**config.mk**
```make
export PLATFORM = sky130hd
export DESIGN_NAME = bp_update_sched
export DESIGN_NICKNAME = d
export VERILOG_FILES = /design/src/rtl/bp_update_sched.sv
export SDC_FILE = /design/constraint.sdc
export NUM_CORES = 1
export LEC_CHECK = 0
export BUFFER_PORTS_ARGS = -buffer_cell sky130_fd_sc_hd__buf_2
export CAP_MARGIN = 25
export CORE_MARGIN = 2
export CORE_UTILIZATION = 45
export CTS_CLUSTER_SIZE = 16
export DETAILED_ROUTE_END_ITERATION = 16
export PLACE_DENSITY = 0.72
export REMOVE_ABC_BUFFERS = 1
export SETUP_SLACK_MARGIN = 0.15
export SYNTH_ARGS = -nofsm -noshare
export SYNTH_HDL_FRONTEND = slang
export SYNTH_SLANG_ARGS = --single-unit
```
**constraint.sdc**
```tcl
create_clock -name clk -period 2.07 [get_ports clk]
set_input_delay 0.207 -clock clk [delete_from_list [all_inputs] [get_ports clk]]
set_output_delay 0.207 -clock clk [all_outputs]
set_load 0.005 [all_outputs]
```
**src/rtl/bp_update_sched.sv**
```systemverilog
// Table-port scheduler for the two-level branch predictor: clears BHT/PHT after
// reset, then serialises queued resolved-branch updates as read-modify-writes.
module bp_update_sched #(
  parameter int unsigned BHT_DEPTH  = 10,
  parameter int unsigned PHT_DEPTH  = 6,
  parameter int unsigned FIFO_DEPTH = 4
) (
  input  logic                        clk,
  input  logic                        rst,
  input  logic                        upd_valid,
  input  logic [31:0]                 upd_pc,
  input  logic                        upd_take,
  output logic                        upd_ready,
  input  logic                        lk_req,
  output logic                        lk_stall,
  output logic                        init_busy,
  output logic                        sched_own,
  output logic [BHT_DEPTH-1:0]        bht_addr,
  output logic                        bht_we,
  output logic [PHT_DEPTH-1:0]        bht_wdata,
  input  logic [PHT_DEPTH-1:0]        bht_rdata,
  output logic [PHT_DEPTH-1:0]        pht_addr,
  output logic                        pht_we,
  output logic [1:0]                  pht_wdata,
  input  logic [1:0]                  pht_rdata,
  output logic [$clog2(FIFO_DEPTH):0] q_count
);

  localparam int unsigned PtrW       = $clog2(FIFO_DEPTH);
  localparam int unsigned CntW       = PtrW + 1;
  localparam int unsigned SweepW     = BHT_DEPTH + 1;
  localparam int unsigned PhtEntries = 1 << PHT_DEPTH;

  localparam logic [2:0] S_INIT   = 3'd0;
  localparam logic [2:0] S_IDLE   = 3'd1;
  localparam logic [2:0] S_RD_BHT = 3'd2;
  localparam logic [2:0] S_RD_PHT = 3'd3;
  localparam logic [2:0] S_WRITE  = 3'd4;

  typedef struct packed {
    logic [BHT_DEPTH-1:0] idx;
    logic                 take;
  } updEntry_t;

  updEntry_t            fifoMem [FIFO_DEPTH];
  updEntry_t            head;
  logic [PtrW-1:0]      wrPtr;
  logic [PtrW-1:0]      rdPtr;
  logic [CntW-1:0]      count;
  logic                 full;
  logic                 push;
  logic                 pop;
  logic                 granted;

  logic [2:0]           state;
  logic [2:0]           stateNext;
  logic [BHT_DEPTH-1:0] sweepCnt;
  logic [BHT_DEPTH-1:0] sweepNext;
  logic [PHT_DEPTH-1:0] bhrQ;
  logic [PHT_DEPTH-1:0] bhrNext;
  logic                 phtInRange;
  logic                 unusedPcBits;

  // 2-bit saturating counter with Gray-ordered encoding SNT=00 WNT=01 WT=11 ST=10
  function automatic logic [1:0] satStep(input logic [1:0] ctr, input logic take);
    logic [1:0] res;
    res = ctr;
    case ({ctr, take})
      3'b00_1: res = 2'b01;
      3'b01_1: res = 2'b11;
      3'b11_1: res = 2'b10;
      3'b10_1: res = 2'b10;
      3'b10_0: res = 2'b11;
      3'b11_0: res = 2'b01;
      3'b01_0: res = 2'b00;
      3'b00_0: res = 2'b00;
      default: res = ctr;
    endcase
    return res;
  endfunction

  assign unusedPcBits = ^{upd_pc[31:BHT_DEPTH+2], upd_pc[1:0]};

  assign full      = (count == CntW'(FIFO_DEPTH));
  assign upd_ready = ~full;
  assign push      = upd_valid & ~full;
  assign q_count   = count;
  assign head      = fifoMem[rdPtr];

  // A full queue steals the port from fetch so updates cannot be starved forever
  assign granted   = ~lk_req | full;
  assign init_busy = (state == S_INIT);
  assign lk_stall  = lk_req & sched_own & ~init_busy;

  assign phtInRange = ({1'b0, sweepCnt} < SweepW'(PhtEntries));

  always_ff @(posedge clk) begin
    if (push) begin
      fifoMem[wrPtr] <= '{idx: upd_pc[BHT_DEPTH+1:2], take: upd_take};
    end
  end

  always_ff @(posedge clk or negedge rst) begin
    if (!rst) begin
      wrPtr <= '0;
      rdPtr <= '0;
      count <= '0;
    end else begin
      if (push) wrPtr <= wrPtr + PtrW'(1);
      if (pop)  rdPtr <= rdPtr + PtrW'(1);
      case ({push, pop})
        2'b10:   count <= count + CntW'(1);
        2'b01:   count <= count - CntW'(1);
        default: count <= count;
      endcase
    end
  end

  always_ff @(posedge clk or negedge rst) begin
    if (!rst) begin
      state    <= S_INIT;
      sweepCnt <= '0;
      bhrQ     <= '0;
    end else begin
      state    <= stateNext;
      sweepCnt <= sweepNext;
      bhrQ     <= bhrNext;
    end
  end

  always_comb begin
    stateNext = state;
    sweepNext = sweepCnt;
    bhrNext   = bhrQ;
    sched_own = 1'b0;
    bht_addr  = '0;
    bht_we    = 1'b0;
    bht_wdata = '0;
    pht_addr  = '0;
    pht_we    = 1'b0;
    pht_wdata = 2'b00;
    pop       = 1'b0;

    case (state)
      S_INIT: begin
        sched_own = 1'b1;
        bht_addr  = sweepCnt;
        bht_we    = rst;
        if (phtInRange) begin
          pht_addr = sweepCnt[PHT_DEPTH-1:0];
          pht_we   = rst;
        end
        if (sweepCnt == {BHT_DEPTH{1'b1}}) begin
          stateNext = S_IDLE;
          sweepNext = '0;
        end else begin
          sweepNext = sweepCnt + BHT_DEPTH'(1);
        end
      end

      S_IDLE: begin
        if (count != '0) stateNext = S_RD_BHT;
      end

      S_RD_BHT: begin
        sched_own = granted;
        bht_addr  = head.idx;
        stateNext = granted ? S_RD_PHT : S_RD_BHT;
      end

      S_RD_PHT: begin
        sched_own = granted;
        bht_addr  = head.idx;
        pht_addr  = bht_rdata;
        if (granted) begin
          bhrNext   = bht_rdata;
          stateNext = S_WRITE;
        end else begin
          stateNext = S_RD_BHT;
        end
      end

      S_WRITE: begin
        sched_own = granted;
        bht_addr  = head.idx;
        bht_wdata = {bhrQ[PHT_DEPTH-2:0], head.take};
        pht_addr  = bhrQ;
        pht_wdata = satStep(pht_rdata, head.take);
        if (granted) begin
          bht_we    = 1'b1;
          pht_we    = 1'b1;
          pop       = 1'b1;
          stateNext = ((count != CntW'(1)) || push) ? S_RD_BHT : S_IDLE;
        end else begin
          stateNext = S_RD_BHT;
        end
      end

      default: stateNext = S_IDLE;
    endcase
  end

endmodule

```
==> results of run 1 <==
## timing repair
item	in CTS	in global routing
setup buffers	8	11
pin swaps	2	3
endpoints found under the hold margin	26	0
gates resized for setup	7	45
setup endpoints to repair	24	22
hold buffers	1	0
cloned	0	2
## sequential cells by signal, summed over array words and instances (netlist names)
name	count
fifoMem	44
sweepCnt	10
bhrQ	6
q_count	3
state	3
rdPtr	2
wrPtr	2
## cells by family (layout without fill, tap and decap cells)
family | count (synthesis) | in the layout | synth area share, %
DFF | 70 | 70 | 59.5
and+or+nand+nor | 60 | 60 | 10.5
AOI/OAI and AO/OA | 46 | 46 | 9.32
muxes | 23 | 23 | 11.4
buffers and inverters | 20 | 117 | 2.60
xor gates and xnor gates | 11 | 11 | 2.91
adders and majority gates | 10 | 10 | 3.78
## layout by cell type (no fill, tap or decap), drive strengths merged, types with 2 or more instances in the layout
master and n:
o21ai 21, ha 10, buf 91, edfxtp 44, mux2 8, nand3 4
a221o 5, inv 10, nor2 7, and3 4, nand2b 9, nand4 2
o41ai 2, nand2 9, dfrtp 26, xor2 3, xnor2 8, clkbuf 11
and2 8, mux2i 4, or4 3, nor3 3, clkinv 3, a21oi 4
o31ai 4, a22o 2, nor2b 2, mux4 11, or3 3
## worst max-delay path, cell delays in order (launching register included)
cell and delay [ps]:
dfrtp_2 420, buf_12 130, buf_4 100, mux4_2 510, o21ai_2 90, o21ai_2 80, buf_2 130
## layout make-up
class                   instances  area (sq um)
well taps                      99           124
clock inverters                 6          70.1
inverters                       8          30.0
flip-flops and latches         70          1970
multi-input cells             150          1360
clock buffers                  10           128
repair buffers                 93           618
fillers                       577          2880
## routing by layer
| metal | global-route usage (%) | vias up | wire length [microns] |
|---|---|---|---|
| met5 | 0 | - | 0 |
| li1 | - | 1099 | - |
| met2 | 30.1 | 64 | 3510 |
| met3 | 3.77 | 10 | 330 |
| met1 | 23.2 | 1123 | 2970 |
| met4 | 8.08 | 0 | 130 |
## final timing paths
check	end	slack, ps	cells after the start
worst max-delay path	bht_addr[1]	60	6
worst min-delay path	fifoMem[1][0]	70	1
worst max register to register	sweepCnt[9]	250	4
worst min register to register	bhrQ[3]	500	1
max in group asynchronous	state[2]	1340	3
min in group asynchronous	wrPtr[0]	450	3
## power groups by stage
| stage | Clock, W | Combinational [W] | Sequential, W |
|---|---|---|---|
| after floorplan | 0 | 0.00125 | 0.00219 |
| after global placement | 0 | 0.00215 | 0.00214 |
| after detailed placement | 0 | 0.00219 | 0.00216 |
| after CTS | 0.00113 | 0.00233 | 0.00212 |
| after global routing | 0.00120 | 0.00296 | 0.00219 |
| final | 0.00111 | 0.00268 | 0.00214 |
## metrics by stage
step                      setup TNS [ps]  total power [W]
after CTS                              0          0.00558
after global routing               -43.8          0.00635
after detailed placement               0          0.00434
after global placement                 0          0.00428
final                                  0          0.00593
after floorplan                        0          0.00344
==> flow_summary.yaml, run 1 <==
run_status:
  status: "complete, no violations"
global_routing:
  grt_pass1_wl_microns: 11400
  grt_max_degree: 27
  grt_overflow_total: 0
  track_usage_pct: 18.1
  grt_antenna_before_repair: 0
  grt_pass1_vias: 2301
cts:
  cts_root_buffer: "clkbuf_8"
  clkLatencyLatePin_ps: 350
  cts_buffers: 9
  clockBufferDepth: 2
  cts_tree: "yes"
  cts.htree.levels: 3
  clock_sinks: 70
  clk_pin_slew_worst_paths_ps: 80
floorplanning:
  start_util_pct: 46.2
  die_y_microns: 89.8
  die-area_sq_um: 8070
  die_w_microns: 89.8
  io_pins: 78
  rows: 31
  core-area_sq_um: 7180
detailed_routing:
  drc: 0
  vias_per_cell: 5.27
  wire_per_inst_microns: 15.9
  drt_pass1_iterations: 4
  wirelength_microns: 6940
  ant_nets: 0
  route.vias.total: 2296
  drtIter0Drc: 63
sta:
  fin_ws_ps: 59.6
  tightest_slew_ps: 407
  hold_viol: 0
  maxSlewHeadroom_pct: 72.6
  max_freq_mhz: 497
  rsz0062_at_grt: "yes"
  setup_violations: 0
  period_minus_slack_ps: 2010
  period_share_pct: 97.1
  finalClockSkew_ps: 6.73
  hold_ws_ps: 71.4
  report.final.slew_viol_count: 0
setup_path:
  startpoint: "rdPtr[0]"
  worst-setup-path-type: "flop to output pin"
  cp.arrival_ps: 1800
  rr_startpoint: "state[1]"
  cp-start-kind: "flop"
  crit_fanout: 6
  end_kind: "output pin"
  cp.required_ps: 1860
logic_synthesis:
  synth_top_area_share_pct: 39.9
  synth_seq_cells: 70
  ys_warn_count: 0
  yosysMostFrequentCell: "edfxtp_1"
  yosysTopAreaCell: "edfxtp_1"
  synth_flop_cell: "edfxtp_1"
  yosys-top-cells-count: "edfxtp_1 (44), dfrtp_1 (26), o21ai_0 (21)"
  synthArstFlopShare_pct: 37.1
  synthesis.area_sq_um: 3310
  ys_top_cells_by_area: "edfxtp_1 (40%), dfrtp_1 (20%), mux4_2 (7.5%)"
  syn_inst: 240
  synth.distinct_cells: 45
  seq_area_frac_synth_pct: 59.5
  synth_enable_flop_cells: 44
  syn_avg_cell_area_sq_um: 13.8
placed_design:
  dp_cells: 398
  place_area_sq_um: 3790
  gp_congestion: 0.788
  pre_cts_ws_ps: 154
  dp_hpwl_microns: 4670
  port-buffer-count: 55
worst_hold_path:
  hold_path_class: "primary input to flop"
  hold_start: "upd_take"
final_layout:
  post-route-util_pct: 59.9
  synthToLayoutAreaGrowth_pct: 29.7
  final_cells: 436
  finalInstanceArea_sq_um: 4300
  layout.nets: 387
  antenna_cells: 0
  drive_gt1_share_pct: 45.7
power:
  leakage_nw: 1.79
  pwr-share-comb_pct: 45.2
  pwr-share-clk_pct: 18.8
  p_int_w: 0.00387
  p_seq_share_pct: 36.0
  switchingPower_w: 0.00206
  powerDensity_nw_per_um2: 1380
  ir_drop_mv: 0.606
  swShare_pct: 34.8
run:
  cap_violations: 0
Note: power is estimated with default switching activity, not from simulation.
==> inputs of run 2 (changes only) <==
PLACE_DENSITY = 0.7   (was 0.72)
clock period = 1.9 ns   (was 2.07 ns; I/O delays follow)
==> run 2 against run 1 <==
Critical path type unchanged. Clock skew barely moved. The run now ends with setup timing left. Sequential power rose by 9%. Count of clock-buffer cells in the layout fell by 1. Sequential share of layout area fell by 2.4 points. Cell count rose by 3.7%. Highest routed layer unchanged. Global-route usage rose by 0.70 points. Non-clock buffer count rose by 15. Critical endpoint is now pht_wdata[0]. Wire length rose by 9.7%.
==> flow_summary.yaml, run 2 (synthesis results as in run 1) <==
power:
  p_seq_share_pct: 34.2
  switchingPower_w: 0.00242
  p_int_w: 0.00439
  ir_drop_mv: 0.559
  leakage_nw: 1.87
  pwr-share-clk_pct: 15.4
  pwr-share-comb_pct: 50.4
  powerDensity_nw_per_um2: 1500
  swShare_pct: 35.5
worst_hold_path:
  hold_path_class: "primary input to flop"
  min_path_cells: 1
detailed_routing:
  drc: 0
  ant_nets: 0
  drt_pass1_iterations: 5
  drtIter0Drc: 161
  vias_per_cell: 5.32
  route.vias.total: 2406
  wirelength_microns: 7610
  wire_per_inst_microns: 16.8
setup_path:
  cp.arrival_ps: 1830
  r2r-end: "q_count[2]"
  crit_end: "pht_wdata[0]"
  cp.required_ps: 1710
  crit_buf_inv: 2
  worst-setup-path-type: "flop to output pin"
  cp_top_family: "multiplexers"
  cp_slowest_stage_delay_ps: 550
  reg2reg_slack_ps: 110
  crit_fanout: 5
  path_cells: "buf_12, mux4_2, xnor2_2, nor2_1, buf_2"
  cp-start-kind: "flop"
  worst-path-stages: 5
  rr_startpoint: "state[1]"
  cpMaxStageDelayCell: "mux4_2"
  startpoint: "rdPtr[0]"
  end_kind: "output pin"
  reg2reg_depth: 7
placed_design:
  place_area_sq_um: 3850
  port-buffer-count: 55
  dp_hpwl_microns: 4820
  gp_congestion: 0.811
sta:
  rsz0062_at_grt: "yes"
  fin_ws_ps: -122
  report.final.slew_viol_count: 0
  maxSlewHeadroom_pct: 69.8
  max_freq_mhz: 495
  setup_violations: 22
  tightest_slew_ps: 447
  finalClockSkew_ps: 6.94
  period_minus_slack_ps: 2020
  hold_viol: 0
  period_share_pct: 106
cts:
  clk_pin_slew_worst_paths_ps: 80
  cts_tree: "yes"
  cts_buffers: 9
  clock_sinks: 70
  clockBufferDepth: 2
  cts_root_buffer: "clkbuf_8"
  clkLatencyLatePin_ps: 360
  cts.htree.levels: 3
global_routing:
  grt_pass1_wl_microns: 11800
  grt_use_met1_pct: 23.1
  grt_max_degree: 27
  global_route.usage.met3_pct: 5.62
  track_usage_pct: 18.8
  use_met2_pct: 32.4
  grt_antenna_before_repair: 0
  grt_pass1_vias: 2348
  grt_busiest_layer: "met2"
  grt_overflow_total: 0
run_status:
  violations: "setup timing"
  status: "finished with violations"
final_layout:
  antenna_cells: 0
  final_cell_mix: "buf_2 (49), edfxtp_1 (44), buf_4 (37), dfrtp_1 (22), buf_6 (18)"
  final.fill_count: 524
  drive_gt1_share_pct: 51.3
  synthToLayoutAreaGrowth_pct: 37.1
  largest_reg_flops: 44
  post-route-util_pct: 63.3
  regMostFlops: "fifoMem"
  finalInstanceArea_sq_um: 4540
  reg.largest.list: "fifoMem x44, sweepCnt x10, bhrQ x6"
  final_common_cell: "buf_2"
  layout.nets: 403
run:
  cap_violations: 0
floorplanning:
  die_y_microns: 89.8
  die_w_microns: 89.8
  core-area_sq_um: 7180
  die-area_sq_um: 8070
  rows: 31
  io_pins: 78
  start_util_pct: 46.2
-- run 2: changes by cell type in the layout (fill, tap and decap cells not counted), sizes merged --
cell,change
clkinvlp,+2
or3,+1
bufinv,-1
clkbuf,-1
buf,+15
inv,-1
clkinv,+1
-- run 2: worst min-delay path by stage --
stage | from | slack, ps | to
finish | upd_pc[6] | 50 | fifoMem[0][5]
floorplan | rst | -110 | bhrQ[0]
global route | upd_pc[7] | 40 | fifoMem[2][6]
CTS | upd_pc[7] | 40 | fifoMem[2][6]
global placement | rst | 290 | wrPtr[1]
detailed placement | rst | 280 | wrPtr[0]
-- run 2: repair_timing --
item,in CTS,in global routing
gates resized for setup,55,29
buffers inserted,8,18
hold endpoints to repair,26,0
gates cloned,1,2
setup endpoints to repair,37,29
hold buffers,1,0
pin swaps,10,13
-- run 2: metrics by stage --
| step | power, W | instances | setup WS, ps | hold WS, ps | setup TNS [ps] |
|---|---|---|---|---|---|
| 2_1_floorplan | 0.00375 | 228 | -67.3 | -106 | -67.3 |
| 3_3_place_gp | 0.00479 | 406 | 75.3 | 286 | 0 |
| 3_5_place_dp | 0.00488 | 406 | 24.6 | 280 | 0 |
| 4_1_cts | 0.00627 | 432 | -139 | 44.5 | -1200 |
| 5_1_grt | 0.00725 | 452 | -191 | 36.3 | -2880 |
| 6_report | 0.00681 | 452 | -122 | 46.9 | -1630 |
-- run 2: power by group through the flow --
| stage | Clock [W] | Combinational [W] | Sequential [W] |
|---|---|---|---|
| after floorplan | 0 | 0.00136 | 0.00239 |
| after global placement | 0 | 0.00250 | 0.00229 |
| after detailed placement | 0 | 0.00257 | 0.00232 |
| after CTS | 0.00107 | 0.00290 | 0.00230 |
| after global routing | 0.00115 | 0.00371 | 0.00239 |
| final | 0.00105 | 0.00343 | 0.00233 |
-- run 2: worst reg2reg max path, stage by stage (launching register included) --
cell and delay, ps:
dfrtp_2 450, or3b_4 430, a21oi_4 150, buf_6 120
ha_4 120, mux2i_1 190, nor2_1 70, xor2_1 130
-- run 2: final cells by class --
class / count / area (sq um) / share of cell area [%]
Sequential cell: 70 / 1980 / 43.5
Tap cell: 99 / 124 / 2.73
Inverter: 8 / 32.5 / 0.716
Clock buffer: 9 / 124 / 2.73
Multi-Input combinational cell: 151 / 1440 / 31.6
Clock inverter: 7 / 50.0 / 1.10
Timing Repair Buffer: 108 / 801 / 17.6
-- run 2: metal layers --
metal	vias up	wire, microns
li1	1127	-
met1	1198	3170
met2	68	3950
met3	13	323
met4	0	165
met5	-	0
